### config.mk
export PLATFORM = sky130hd
export DESIGN_NAME = pipelined_cla_adder
export DESIGN_NICKNAME = d
export VERILOG_FILES = /design/src/rtl/pipelined_cla_adder_pkg.sv /design/src/rtl/pipelined_cla_adder_cla4_group.sv /design/src/rtl/pipelined_cla_adder.sv
export SDC_FILE = /design/constraint.sdc
export NUM_CORES = 1
export LEC_CHECK = 0
export ABC_CLOCK_PERIOD_IN_PS = 3150
export CORE_ASPECT_RATIO = 0.8
export CORE_UTILIZATION = 49
export DETAILED_ROUTE_END_ITERATION = 8
export GPL_TIMING_DRIVEN = 0
export PLACE_DENSITY = 0.73
export SKIP_LAST_GASP = 1
export SLEW_MARGIN = 20
export SYNTH_ARGS = -nofsm -noshare
export SYNTH_HDL_FRONTEND = slang
export SYNTH_SLANG_ARGS = --single-unit
### constraint.sdc
create_clock -name clk -period 3.15 [get_ports clk]
set_input_delay 0.63 -clock clk [delete_from_list [all_inputs] [get_ports clk]]
set_output_delay 0.63 -clock clk [all_outputs]
set_load 0.03 [all_outputs]
### src/rtl/pipelined_cla_adder_pkg.sv
// Shared constants for the pipelined carry-lookahead adder: group width and
// the helper that derives the number of lookahead groups (= pipeline depth).
package pipelined_cla_adder_pkg;

  localparam int GRP_W = 4;

  function automatic int calc_ngrp(input int width);
    return width / GRP_W;
  endfunction

endpackage

### src/rtl/pipelined_cla_adder_cla4_group.sv
// Combinational 4-bit carry-lookahead group with every carry expanded in full
// from the group carry-in; also exposes the carry into bit 3 for overflow.
module cla4_group (
  input  logic [3:0] x,
  input  logic [3:0] y,
  input  logic       ci,
  output logic [3:0] s,
  output logic       co,
  output logic       c3
);

  logic [3:0] w_g;
  logic [3:0] w_p;
  logic [3:0] w_c;

  assign w_g = x & y;
  assign w_p = x | y;

  assign w_c[0] = ci;
  assign w_c[1] = w_g[0] | (w_p[0] & ci);
  assign w_c[2] = w_g[1] | (w_p[1] & w_g[0]) | (w_p[1] & w_p[0] & ci);
  assign w_c[3] = w_g[2] | (w_p[2] & w_g[1]) | (w_p[2] & w_p[1] & w_g[0])
                | (w_p[2] & w_p[1] & w_p[0] & ci);
  assign co     = w_g[3] | (w_p[3] & w_g[2]) | (w_p[3] & w_p[2] & w_g[1])
                | (w_p[3] & w_p[2] & w_p[1] & w_g[0])
                | (w_p[3] & w_p[2] & w_p[1] & w_p[0] & ci);

  assign s  = x ^ y ^ w_c;
  assign c3 = w_c[3];

endmodule

### src/rtl/pipelined_cla_adder.sv
// Add/subtract pipeline: group k is resolved in stage k, and the whole pipe
// freezes when the output beat is held by the consumer (valid/ready stall).
module pipelined_cla_adder
  import pipelined_cla_adder_pkg::*;
#(
  parameter int WIDTH = 16
) (
  input  logic             clk,
  input  logic             rst,
  input  logic             in_valid,
  output logic             in_ready,
  input  logic [WIDTH-1:0] x,
  input  logic [WIDTH-1:0] y,
  input  logic             cin,
  input  logic             sub,
  output logic             out_valid,
  input  logic             out_ready,
  output logic [WIDTH-1:0] sum,
  output logic             cout,
  output logic             ovf
);

  localparam int NGRP = calc_ngrp(WIDTH);

  // Handshake: a beat moves on a cycle where valid and ready are both 1.
  // Ready never looks at valid; it only drops while the output beat is held.
  logic w_stall;

  logic [WIDTH-1:0] w_xq  [NGRP];
  logic [WIDTH-1:0] w_yq  [NGRP];
  logic [WIDTH-1:0] w_sq  [NGRP];
  logic             w_cq  [NGRP];
  logic             w_c3q [NGRP];
  logic             w_vq  [NGRP];

  assign w_stall  = w_vq[NGRP-1] & ~out_ready;
  assign in_ready = ~w_stall | rst;

  for (genvar k = 0; k < NGRP; k++) begin : g_stage
    logic [WIDTH-1:0] w_xin;
    logic [WIDTH-1:0] w_yin;
    logic [WIDTH-1:0] w_sin;
    logic [WIDTH-1:0] w_snext;
    logic             w_cin;
    logic             w_vin;
    logic [GRP_W-1:0] w_s;
    logic             w_co;
    logic             w_c3;

    logic [WIDTH-1:0] r_x;
    logic [WIDTH-1:0] r_y;
    logic [WIDTH-1:0] r_s;
    logic             r_c;
    logic             r_c3;
    logic             r_v;

    if (k == 0) begin : g_first
      // Subtraction is x + ~y + 1, so the operand is inverted before entry.
      assign w_xin = x;
      assign w_yin = sub ? ~y : y;
      assign w_sin = '0;
      assign w_cin = sub | cin;
      assign w_vin = in_valid & in_ready;
    end else begin : g_next
      assign w_xin = w_xq[k-1];
      assign w_yin = w_yq[k-1];
      assign w_sin = w_sq[k-1];
      assign w_cin = w_cq[k-1];
      assign w_vin = w_vq[k-1];
    end

    cla4_group u_grp (
      .x  (w_xin[k*GRP_W +: GRP_W]),
      .y  (w_yin[k*GRP_W +: GRP_W]),
      .ci (w_cin),
      .s  (w_s),
      .co (w_co),
      .c3 (w_c3)
    );

    always_comb begin
      w_snext = w_sin;
      w_snext[k*GRP_W +: GRP_W] = w_s;
    end

    always_ff @(posedge clk) begin
      if (rst) begin
        r_x  <= '0;
        r_y  <= '0;
        r_s  <= '0;
        r_c  <= 1'b0;
        r_c3 <= 1'b0;
        r_v  <= 1'b0;
      end else if (!w_stall) begin
        r_x  <= w_xin;
        r_y  <= w_yin;
        r_s  <= w_snext;
        r_c  <= w_co;
        r_c3 <= w_c3;
        r_v  <= w_vin;
      end
    end

    assign w_xq[k]  = r_x;
    assign w_yq[k]  = r_y;
    assign w_sq[k]  = r_s;
    assign w_cq[k]  = r_c;
    assign w_c3q[k] = r_c3;
    assign w_vq[k]  = r_v;
  end

  // Only the last stage's c3 is the carry into the MSB.
  assign out_valid = w_vq[NGRP-1];
  assign sum       = w_sq[NGRP-1];
  assign cout      = w_cq[NGRP-1];
  assign ovf       = w_c3q[NGRP-1] ^ w_cq[NGRP-1];

endmodule

==> flow_results.xml <==
<?xml version="1.0" encoding="UTF-8"?>
<metrics>
  <group name="timing">
    <metric name="final.setup_skew" unit="ps">10.55</metric>
    <metric name="final.hold.worst_slack" unit="ps">454.2</metric>
    <metric name="layout_setup_ws" unit="ps">400.5</metric>
    <metric name="achievable-frequency" unit="MHz">363.7</metric>
    <metric name="timing.setup.tns" unit="ps">0</metric>
    <metric name="finalSetupViolCount" unit="">0</metric>
    <metric name="timing.max_slew.rel_slack" unit="">0.5443</metric>
    <metric name="finalHoldViolations" unit="">0</metric>
    <metric name="timing.final.crit_share" unit="">0.8729</metric>
    <metric name="final-max-slew-violation-count" unit="">0</metric>
    <metric name="rsz0062_at_grt" unit="">false</metric>
    <metric name="worstMarginPinSlew" unit="ps">683.5</metric>
    <metric name="final_critical_path_required_period" unit="ps">2750</metric>
  </group>
  <group name="power">
    <metric name="vdd.ir_drop.worst" unit="mV">0.2656</metric>
    <metric name="p_per_area" unit="nW/um^2">475.4</metric>
    <metric name="sequential_cell_fraction_of_total_power" unit="">0.537</metric>
    <metric name="p_comb_frac" unit="">0.140</metric>
    <metric name="total_switching_power" unit="uW">677.1</metric>
    <metric name="power.share.switching" unit="">0.2687</metric>
    <metric name="p_leak" unit="uW">0.002109</metric>
    <metric name="share_clk_of_total_power" unit="">0.323</metric>
    <metric name="intPower" unit="uW">1842</metric>
  </group>
  <group name="floorplanning">
    <metric name="fp.dieArea" unit="sq um">9382</metric>
    <metric name="num_io_pins" unit="">58</metric>
    <metric name="floorplan.core_area" unit="sq um">8596</metric>
    <metric name="dieHeight" unit="um">86.84</metric>
    <metric name="start_util" unit="">0.5128</metric>
    <metric name="floorplan.rows" unit="">30</metric>
    <metric name="die_w" unit="um">108.0</metric>
  </group>
  <group name="critical_path">
    <metric name="critical-path-slowest-cell" unit="">clkdlybuf4s50_1</metric>
    <metric name="critPathMostFrequentCell" unit="">clkdlybuf4s50_1</metric>
    <metric name="path_cells" unit="">clkdlybuf4s50_1 -&gt; nor2b_4 -&gt; buf_6 -&gt; nand2_1 -&gt; clkdlybuf4s50_1</metric>
    <metric name="worst_ep_arrival_time" unit="ps">2120</metric>
    <metric name="required" unit="ps">2520</metric>
    <metric name="cpLargestDelayFamily" unit="">buffers and inverters</metric>
    <metric name="worstPathBufferInverterCount" unit="">3</metric>
    <metric name="critPathMaxStageDelay" unit="ps">670</metric>
    <metric name="setup.worst_path.class" unit="">primary input to output port</metric>
    <metric name="worstSetupEndpointType" unit="">output port</metric>
    <metric name="cp-start-kind" unit="">primary input</metric>
    <metric name="path_max_fanout" unit="">19</metric>
  </group>
  <group name="yosys">
    <metric name="synth_edf_count" unit="">0</metric>
    <metric name="largest_cells_by_area_after_synthesis" unit="">dfxtp_1 44%, nand2_1 12%, ha_1 9.1%</metric>
    <metric name="synth_top_area_share" unit="">0.4405</metric>
    <metric name="synth_seq_area_share" unit="">0.4405</metric>
    <metric name="postSynth.asyncResetShare" unit="">0</metric>
    <metric name="synth.net_count" unit="">606</metric>
    <metric name="synth_cell_type_count" unit="">37</metric>
    <metric name="cell_area_after_synthesis" unit="sq um">4408</metric>
    <metric name="postSynthRegisterBits" unit="">97</metric>
    <metric name="yosys.area.top_type" unit="">dfxtp_1</metric>
    <metric name="ys.warnings.count" unit="">0</metric>
    <metric name="syn_inst" unit="">533</metric>
    <metric name="syn_area_per_cell" unit="sq um">8.270</metric>
    <metric name="synth.cells.most_frequent" unit="">141 x nand2_1, 97 x dfxtp_1, 73 x a21oi_1</metric>
    <metric name="synthFlopType" unit="">dfxtp_1</metric>
    <metric name="yosys.cell_count.top_type" unit="">nand2_1</metric>
  </group>
  <group name="clock_tree">
    <metric name="ctsLongestPathBuffers" unit="">2</metric>
    <metric name="clock_sink_count" unit="">97</metric>
    <metric name="tritoncts" unit="">built</metric>
    <metric name="cts_max_level" unit="">3</metric>
    <metric name="clock_latency" unit="ps">370</metric>
    <metric name="inserted_clock_buffers" unit="">9</metric>
    <metric name="post_cts_buffers" unit="">0</metric>
    <metric name="cts-root-buf" unit="">clkbuf_8</metric>
    <metric name="clkSlewWorstSetupHoldPaths" unit="ps">90</metric>
    <metric name="cts_hold_repair.buffers" unit="">0</metric>
    <metric name="cts-resized-gates" unit="">0</metric>
  </group>
  <group name="route">
    <metric name="detailroute.via_count" unit="">3772</metric>
    <metric name="iteration_0_drc_markers" unit="">213</metric>
    <metric name="detail_route.first_pass.iterations" unit="">5</metric>
    <metric name="route.final.wire_length" unit="mm">10.53</metric>
    <metric name="drc" unit="">0</metric>
    <metric name="routed_via_density" unit="">5.268</metric>
    <metric name="detail_route.wl_per_cell" unit="um">14.70</metric>
    <metric name="route.antenna.remaining_nets" unit="">0</metric>
  </group>
  <group name="layout">
    <metric name="flow.area_growth_from_synthesis" unit="%">20.24</metric>
    <metric name="final_area" unit="sq um">5300</metric>
    <metric name="post_route_cells_drive_above_1_share" unit="">0.06457</metric>
    <metric name="antenna_cells_inserted" unit="">0</metric>
    <metric name="finish.cell_count_without_fillers" unit="">716</metric>
    <metric name="design.final.nets" unit="">672</metric>
  </group>
  <group name="placement">
    <metric name="place_ws" unit="ps">-1.201</metric>
    <metric name="placed_area" unit="sq um">5109</metric>
    <metric name="port-buffer-count" unit="">56</metric>
    <metric name="gp_routability_congestion" unit="">0.8721</metric>
    <metric name="dp_cell_count" unit="">701</metric>
    <metric name="place.detailed.hpwl" unit="mm">7.719</metric>
  </group>
  <group name="global_route">
    <metric name="grt_overflow_total" unit="">0</metric>
    <metric name="global_route_wire_length_before_repair" unit="mm">16.94</metric>
    <metric name="number_of_global_route_vias_before_repair" unit="">3497</metric>
    <metric name="pin_count_of_the_biggest_net_entering_global_routing" unit="">20</metric>
    <metric name="antenna_found_initial" unit="">0</metric>
    <metric name="global_route.usage.total" unit="">0.2405</metric>
  </group>
  <group name="worst_hold_path">
    <metric name="hold_removal_path_class" unit="">flop to flop</metric>
  </group>
  <group name="job">
    <metric name="maxCapViolCount" unit="">0</metric>
  </group>
  <group name="outcome">
    <metric name="status" unit="">finished clean</metric>
  </group>
</metrics>
==> layer usage <==
layer	GRT usage	share of wire	wire length, um	up-vias
li1	-	-	-	1871
met1	0.3176	0.46	4860	1743
met2	0.3874	0.45	4771	138
met3	0.05414	0.065	681	20
met4	0.08344	0.020	212	0
met5	0	0	0	-
==> per-stage QoR <==
step	total power, uW	util
finish	2520	0.6166
global route	2633	0.6166
CTS	2528	0.6166
detailed placement	1731	0.5943
global placement	1715	0.5943
floorplan	1592	-
==> worst register-to-register path, cell delays in order, from the launching register on <==
cell and delay, ps:
dfxtp_1 390, inv_1 100, ha_1 190, nand2b_1 150, a21oi_1 200, o21bai_1 130
nor2b_1 160, o32ai_1 200
==> cell type report <==
| cell class | count | area, sq um |
|---|---|---|
| Fill cell | 803 | 3296 |
| Multi-Input combinational cell | 364 | 2161 |
| Sequential cell | 97 | 1942 |
| Timing Repair Buffer | 56 | 560.5 |
| Buffer | 33 | 158.9 |
| Inverter | 38 | 142.6 |
| Tap cell | 112 | 140.1 |
| Clock buffer | 10 | 127.6 |
| Clock inverter | 6 | 67.56 |
==> power by group through the flow <==
stage / logic (uW) / clock network [uW] / registers, uW
global route: 390 / 880 / 1360
detailed placement: 351 / 0 / 1380
floorplan: 207 / 0 / 1380
finish: 353 / 814 / 1350
global placement: 338 / 0 / 1380
CTS: 354 / 823 / 1350
==> placed cells by master, fill, tap and decap left out, types with 3 or more instances in the layout <==
cell / count
or3_1: 6
mux2i_1: 3
nand3_1: 4
buf_1: 7
a21oi_1: 73
fa_1: 3
inv_1: 37
o21ai_0: 3
buf_2: 16
o21bai_1: 3
xnor2_1: 14
clkdlybuf4s50_1: 56
ha_1: 32
nor3_1: 3
nor4b_1: 4
a31oi_1: 3
clkbuf_1: 8
nor2_1: 20
dfxtp_1: 97
o22ai_1: 4
a211oi_1: 16
clkbuf_8: 9
nand2b_1: 4
xor2_1: 12
nand2_1: 141
o32ai_1: 3
==> cell families (layout without fill, tap and decap cells) <==
logic type               after synthesis  after routing  share of synthesized area
XOR/XNOR                              26             26                    0.05166
buffers and inverters                 72            143                    0.06926
multiplexers                           3              3                   0.006813
flip-flops                            97             97                     0.4405
adder cells (fa/ha/maj)               35             35                     0.1045
AO/OA/AOI/OAI                        114            114                     0.1527
AND/OR/NAND/NOR                      186            186                     0.1746
==> flip-flops by register name, summed over array words and instances, names as in the netlist <==
signal and cells:
g_stage.r_s 24, g_stage.r_y 24, cout 1, g_stage.r_x 24
g_stage.r_c3 1, sum 16, g_stage.r_c 3, g_stage.r_v 3
out_valid 1
==> worst paths after layout <==
path | end | slack [ps] | startpoint | cells past startpoint
max | in_ready | 400 | out_ready | 5
min | sum[2] | 450 | sum[2] | 2
max reg2reg | cout | 1540 | g_stage[2].r_x[12] | 7
min reg2reg | sum[2] | 450 | sum[2] | 2
Note: power is estimated with default switching activity, not from simulation.
